===== config.mk =====
export PLATFORM = sky130hd
export DESIGN_NAME = bloom_filter_param
export DESIGN_NICKNAME = d
export VERILOG_FILES = /design/src/rtl/bloom_filter_param.sv
export SDC_FILE = /design/constraint.sdc
export NUM_CORES = 1
export LEC_CHECK = 0
export BUFFER_PORTS_ARGS = -buffer_cell sky130_fd_sc_hd__clkbuf_2
export CAP_MARGIN = 20
export CORE_MARGIN = 2
export CORE_UTILIZATION = 59
export CTS_CLUSTER_DIAMETER = 150
export CTS_CLUSTER_SIZE = 25
export DETAILED_ROUTE_END_ITERATION = 6
export PLACE_DENSITY = 0.74
export RECOVER_POWER = 50
export SLEW_MARGIN = 20
export SYNTH_ARGS = -nofsm -noshare
export SYNTH_HDL_FRONTEND = slang
export SYNTH_SLANG_ARGS = --single-unit

===== constraint.sdc =====
create_clock -name clk -period 4.82 [get_ports clk]
set_clock_uncertainty 0.2 [all_clocks]
set_input_delay 0.482 -clock clk [delete_from_list [all_inputs] [get_ports clk]]
set_output_delay 0.482 -clock clk [all_outputs]
set_load 0.01 [all_outputs]

===== src/rtl/bloom_filter_param.sv =====
// Bloom filter over a 104-bit 5-tuple key: lookup3-style hash, K sequential probes.
// Define BLOOM_STATS_EN to add saturating query/hit/insert counters.
module bloom_filter_param #(
  parameter int M_BITS = 256,
  parameter int K_HASH = 3
) (
  input  logic         clk,
  input  logic         reset_n,
  input  logic         req_valid,
  output logic         req_ready,
  input  logic [1:0]   req_op,
  input  logic [103:0] req_key,
  output logic         resp_valid,
  input  logic         resp_ready,
  output logic         resp_hit,
  output logic         resp_err
`ifdef BLOOM_STATS_EN
  ,
  output logic [31:0]  stat_queries,
  output logic [31:0]  stat_hits,
  output logic [31:0]  stat_inserts
`endif
);

  // state | meaning
  // IDLE  | waiting for a request, req_ready=1
  // HASH  | six hash mixing steps, one per cycle
  // PROBE | one probe index per cycle, K_HASH cycles
  // RESP  | response held until resp_ready
  typedef enum logic [1:0] {S_IDLE, S_HASH, S_PROBE, S_RESP} state_e;

  localparam int          IDX_W     = $clog2(M_BITS);
  localparam logic [1:0]  OP_QUERY  = 2'b00;
  localparam logic [1:0]  OP_INSERT = 2'b01;
  localparam logic [1:0]  OP_CLEAR  = 2'b10;
  localparam logic [1:0]  OP_RSVD   = 2'b11;
  localparam logic [2:0]  HASH_TC   = 3'd5;
  localparam logic [2:0]  PROBE_TC  = 3'(K_HASH - 1);

  function automatic logic [31:0] rotl(input logic [31:0] x, input int unsigned n);
    return (x << n) | (x >> (32 - n));
  endfunction

  state_e              state_q, state_d;
  logic [2:0]          cnt_q, cnt_d;
  logic [1:0]          op_q, op_d;
  logic [31:0]         a_q, a_d, b_q, b_d, c_q, c_d;
  logic [IDX_W-1:0]    idx_q, idx_d;
  logic [M_BITS-1:0]   bits_q, bits_d;
  logic                hit_q, hit_d;
  logic                err_q, err_d;
  logic                accept;
  logic                resp_done;
  logic                is_lookup;

  assign accept    = req_valid & req_ready;
  assign resp_done = resp_valid & resp_ready;
  assign is_lookup = (req_op == OP_QUERY) || (req_op == OP_INSERT);

  always_ff @(posedge clk or negedge reset_n) begin
    if (!reset_n) state_q <= S_IDLE;
    else          state_q <= state_d;
  end

  always_comb begin
    state_d = state_q;
    case (state_q)
      S_IDLE:  if (accept) state_d = is_lookup ? S_HASH : S_RESP;
      S_HASH:  if (cnt_q == '0) state_d = S_PROBE;
      S_PROBE: if (cnt_q == '0) state_d = S_RESP;
      S_RESP:  if (resp_done) state_d = S_IDLE;
      default: state_d = S_IDLE;
    endcase
  end

  always_comb begin
    req_ready  = (state_q == S_IDLE);
    resp_valid = (state_q == S_RESP);
    resp_hit   = resp_valid & hit_q;
    resp_err   = resp_valid & err_q;
  end

  always_comb begin
    cnt_d  = cnt_q;
    op_d   = op_q;
    a_d    = a_q;
    b_d    = b_q;
    c_d    = c_q;
    idx_d  = idx_q;
    bits_d = bits_q;
    hit_d  = hit_q;
    err_d  = err_q;
    case (state_q)
      S_IDLE: begin
        if (accept) begin
          op_d  = req_op;
          a_d   = 32'hdeadbef8 + req_key[103:72];
          b_d   = 32'hdeadbef1 + req_key[71:40];
          c_d   = 32'hdeadbef8 + (req_key[39:8] ^ {24'h0, req_key[7:0]});
          cnt_d = HASH_TC;
          hit_d = is_lookup;
          err_d = (req_op == OP_RSVD);
          if (req_op == OP_CLEAR) bits_d = '0;
        end
      end
      S_HASH: begin
        case (cnt_q)
          3'd5: c_d = (c_q ^ b_q) - rotl(b_q, 14);
          3'd4: a_d = (a_q ^ c_q) - rotl(c_q, 11);
          3'd3: b_d = (b_q ^ a_q) - rotl(a_q, 25);
          3'd2: a_d = (a_q ^ c_q) - rotl(c_q, 4);
          3'd1: b_d = (b_q ^ a_q) - rotl(a_q, 14);
          3'd0: c_d = (c_q ^ b_q) - rotl(b_q, 24);
          default: ;
        endcase
        if (cnt_q == '0) begin
          idx_d = c_d[IDX_W-1:0];
          cnt_d = PROBE_TC;
        end else begin
          cnt_d = cnt_q - 3'd1;
        end
      end
      S_PROBE: begin
        // c_q holds h1, b_q holds b2; h2 is b2 with bit 0 forced high
        hit_d = hit_q & bits_q[idx_q];
        if (op_q == OP_INSERT) bits_d[idx_q] = 1'b1;
        idx_d = idx_q + {b_q[IDX_W-1:1], 1'b1};
        if (cnt_q != '0) cnt_d = cnt_q - 3'd1;
      end
      default: ;
    endcase
  end

  always_ff @(posedge clk or negedge reset_n) begin
    if (!reset_n) begin
      cnt_q  <= '0;
      op_q   <= '0;
      a_q    <= '0;
      b_q    <= '0;
      c_q    <= '0;
      idx_q  <= '0;
      bits_q <= '0;
      hit_q  <= 1'b0;
      err_q  <= 1'b0;
    end else begin
      cnt_q  <= cnt_d;
      op_q   <= op_d;
      a_q    <= a_d;
      b_q    <= b_d;
      c_q    <= c_d;
      idx_q  <= idx_d;
      bits_q <= bits_d;
      hit_q  <= hit_d;
      err_q  <= err_d;
    end
  end

`ifdef BLOOM_STATS_EN
  logic [31:0] queries_q, queries_d;
  logic [31:0] hits_q, hits_d;
  logic [31:0] inserts_q, inserts_d;

  always_comb begin
    queries_d = queries_q;
    hits_d    = hits_q;
    inserts_d = inserts_q;
    if (resp_done && op_q == OP_QUERY) begin
      if (queries_q != '1) queries_d = queries_q + 32'd1;
      if (hit_q && hits_q != '1) hits_d = hits_q + 32'd1;
    end
    if (resp_done && op_q == OP_INSERT && inserts_q != '1) inserts_d = inserts_q + 32'd1;
  end

  always_ff @(posedge clk or negedge reset_n) begin
    if (!reset_n) begin
      queries_q <= '0;
      hits_q    <= '0;
      inserts_q <= '0;
    end else begin
      queries_q <= queries_d;
      hits_q    <= hits_d;
      inserts_q <= inserts_d;
    end
  end

  assign stat_queries = queries_q;
  assign stat_hits    = hits_q;
  assign stat_inserts = inserts_q;
`endif

endmodule


==> flow_summary.ini <==
[worst_setup_path]
cp-start-kind = flip-flop
critPathMaxFanout = 19
critPathArrivalTime_ps = 4640
timing.rr.end = a_q[27]$_DFFE_PN0P_
rr_startpoint = cnt_q[0]$_DFFE_PN0P_
cp.required_ps = 5050
worstSetupPathType = flip-flop to flip-flop
ff2ff_setup_slack_ps = 400
rr_worst_depth = 17
cp-end-kind = flip-flop

[timing]
timing.fmax_mhz = 226
fin_crit_ps = 4420
tns_ps = 0
hold_viol_final = 0
fin_crit_sh = 0.916
slew_headroom = -1.05
finalMaxSlewViolations = 115
rsz0062_at_grt = false
setup_violations = 0
tightest_slew_ps = 3080

[layout]
syn2layout_area_growth_pct = 7.80
layout_common_cells = 437 x a21oi_1, 416 x nor2_1, 366 x dfrtp_1
drive_above_1_share = 0.119
final_common_cell = a21oi_1
fillers = 3565
final_nets = 3082

[detailed_routing]
antenna_left = 0
vias = 22071
post_drt_wl_per_cell_um = 23.2
initialDrtViolationCount = 2245
drc_errors = 0
viasPerCell = 6.49
drtPass1Iterations = 5
wl_um = 78700

[synthesis]
yosys_warnings = 0
synth_edf_count = 0
synth.avg_cell_area_um2 = 8.93
synthArstFlopShare = 1.00
synth.area.top_cells = dfrtp_1 37%, a21oi_1 8.8%, mux4_2 6.8%
yosysTopAreaCell = dfrtp_1
ys_seq_area_frac = 0.369
synth_top_area_frac = 0.369
synth_cells = 2799
syn_area_mm2 = 0.0250
synthesis.nets = 3024
synth-seq-cells = 369
synth_ff_type = dfrtp_1
synth_cell_types = 78

[hold_path]
min-delay-path-class = primary input to flip-flop
min_to = err_q$_DFFE_PN0P_
min_path_cells = 3
min-delay-start = req_op[1]

[global_route]
grt_pass1_vias = 21387
grt_pass1_wl_um = 122000
overflow = 0
grt_usage = 0.358
antenna_found_initial = 4
grt_max_degree = 119

[floorplanning]
core_mm2 = 0.0419
die_x_um = 210
initial_utilization = 0.597
die_y_um = 210
io_pins = 114
num_rows = 75
die-area_mm2 = 0.0440

[clocking]
clk_pin_slew_worst_paths_ps = 100
cts.sinks = 369
cts_buffers = 18
clkLatencyLatePin_ps = 560
htree_levels = 1
cts_tree = yes
post-cts-setup-buffers = 0
clock_path_buffers = 3
root_buffer = clkbuf_16

[place]
portBuffers = 113
dp_hpwl_um = 56800
place.gp.congestion = 1.01

[outcome]
violations = capacitance limit, slew limit
status = complete, but fails checks

[run]
drv_cap = 1
==> cells by family after synthesis <==
logic type | after synthesis | synth area share
simple gates | 849 | 0.149
compound gates | 825 | 0.192
flops | 369 | 0.369
xor+xnor | 245 | 0.0858
buf+inv | 207 | 0.0318
mux | 189 | 0.114
fa+ha+maj | 115 | 0.0588
==> worst max-delay path by stage <==
stage | slack, ps | startpoint | endpoint | cells past startpoint
floorplan | 460 | cnt_q[0]$_DFFE_PN0P_ | c_q[28]$_DFFE_PN0P_ | 20
global placement | 580 | cnt_q[1]$_DFFE_PN0P_ | b_q[30]$_DFFE_PN0P_ | 16
detailed placement | 470 | cnt_q[0]$_DFFE_PN0P_ | a_q[31]$_DFFE_PN0P_ | 16
CTS | 430 | cnt_q[0]$_DFFE_PN0P_ | a_q[27]$_DFFE_PN0P_ | 17
global route | 50 | cnt_q[0]$_DFFE_PN0P_ | a_q[31]$_DFFE_PN0P_ | 16
finish | 400 | cnt_q[0]$_DFFE_PN0P_ | a_q[27]$_DFFE_PN0P_ | 17
==> sequential cells by signal, summed over array words and instances, names as in the netlist <==
name	count
err_q	1
c_q	32
a_q	32
state_q	2
b_q	32
hit_q	1
cnt_q	3
idx_q	8
bits_q	256
op_q	2
==> synth_stat cells (all sizes together) (4+ instances only) <==
cell type	number
clkbuf	125
and2	10
nor2	418
nor4	9
a221oi	5
nor3	59
o22ai	18
xor2	142
or3	19
o21a	29
or2	7
mux2i	106
xnor2	103
nand3	32
mux2	8
nand4	15
a41oi	5
mux4	75
a31oi	13
o21bai	11
fa	4
dfrtp	369
o21ai	160
a21oi	437
or4	6
nor2b	28
inv	51
o31ai	11
o211ai	11
nand3b	5
and3	7
o221ai	9
buf	31
ha	111
a21o	38
nand2b	40
o31a	6
a22oi	14
a21boi	10
nand2	186
a211oi	14
==> routing by layer <==
layer,track usage,routed length [µm],up-vias
met5,0,34,-
met1,0.467,31200,10826
met4,0.187,4800,4
met2,0.588,37100,927
met3,0.0482,5560,241
li1,-,-,10073
==> worst max-delay path: stages, from the launching register on <==
cell and delay [ps]:
dfrtp_1 410, inv_1 110, ha_1 220, nand2b_2 90
buf_4 300, buf_4 330, mux2i_1 110, ha_1 240
a21o_1 200, a21o_1 170, a21o_1 190, a2111oi_0 510
a211oi_1 240, o21a_1 220, nor2_1 220, o21ai_1 140
xor2_1 170, o211a_1 230
==> metrics by stage <==
step / setup WS (ps) / cells / hold WS (ps) / util / instance area (µm²)
floorplan: 458 / 2799 / -13.6 / - / 25000
global placement: 580 / 3373 / 258 / 0.631 / 26400
detailed placement: 474 / 3373 / 267 / 0.631 / 26400
CTS: 434 / 3397 / 11.2 / 0.644 / 26900
global route: 51.7 / 3398 / 24.8 / 0.644 / 26900
finish: 405 / 3400 / 17.2 / 0.644 / 26900
==> timing repair <==
action	4_1_cts	5_1_grt
hold buffers	2	0
hold endpoints to repair	114	0
gates resized for setup	0	0
==> area by class of cell <==
type                    instances  area (µm²)  area share
inverters                      51         191     0.00710
flip-flops and latches        369        9240       0.343
clock buffers                  21         483      0.0179
repair buffers                194        1250      0.0463
well taps                     539         674      0.0250
multi-input cells            2223       15100       0.560
clock inverters                 1        8.76    0.000325
diodes                          2        5.00    0.000186
Power is not shown: default switching activity piles up to over one toggle a cycle in this logic, so the estimate is an artifact.
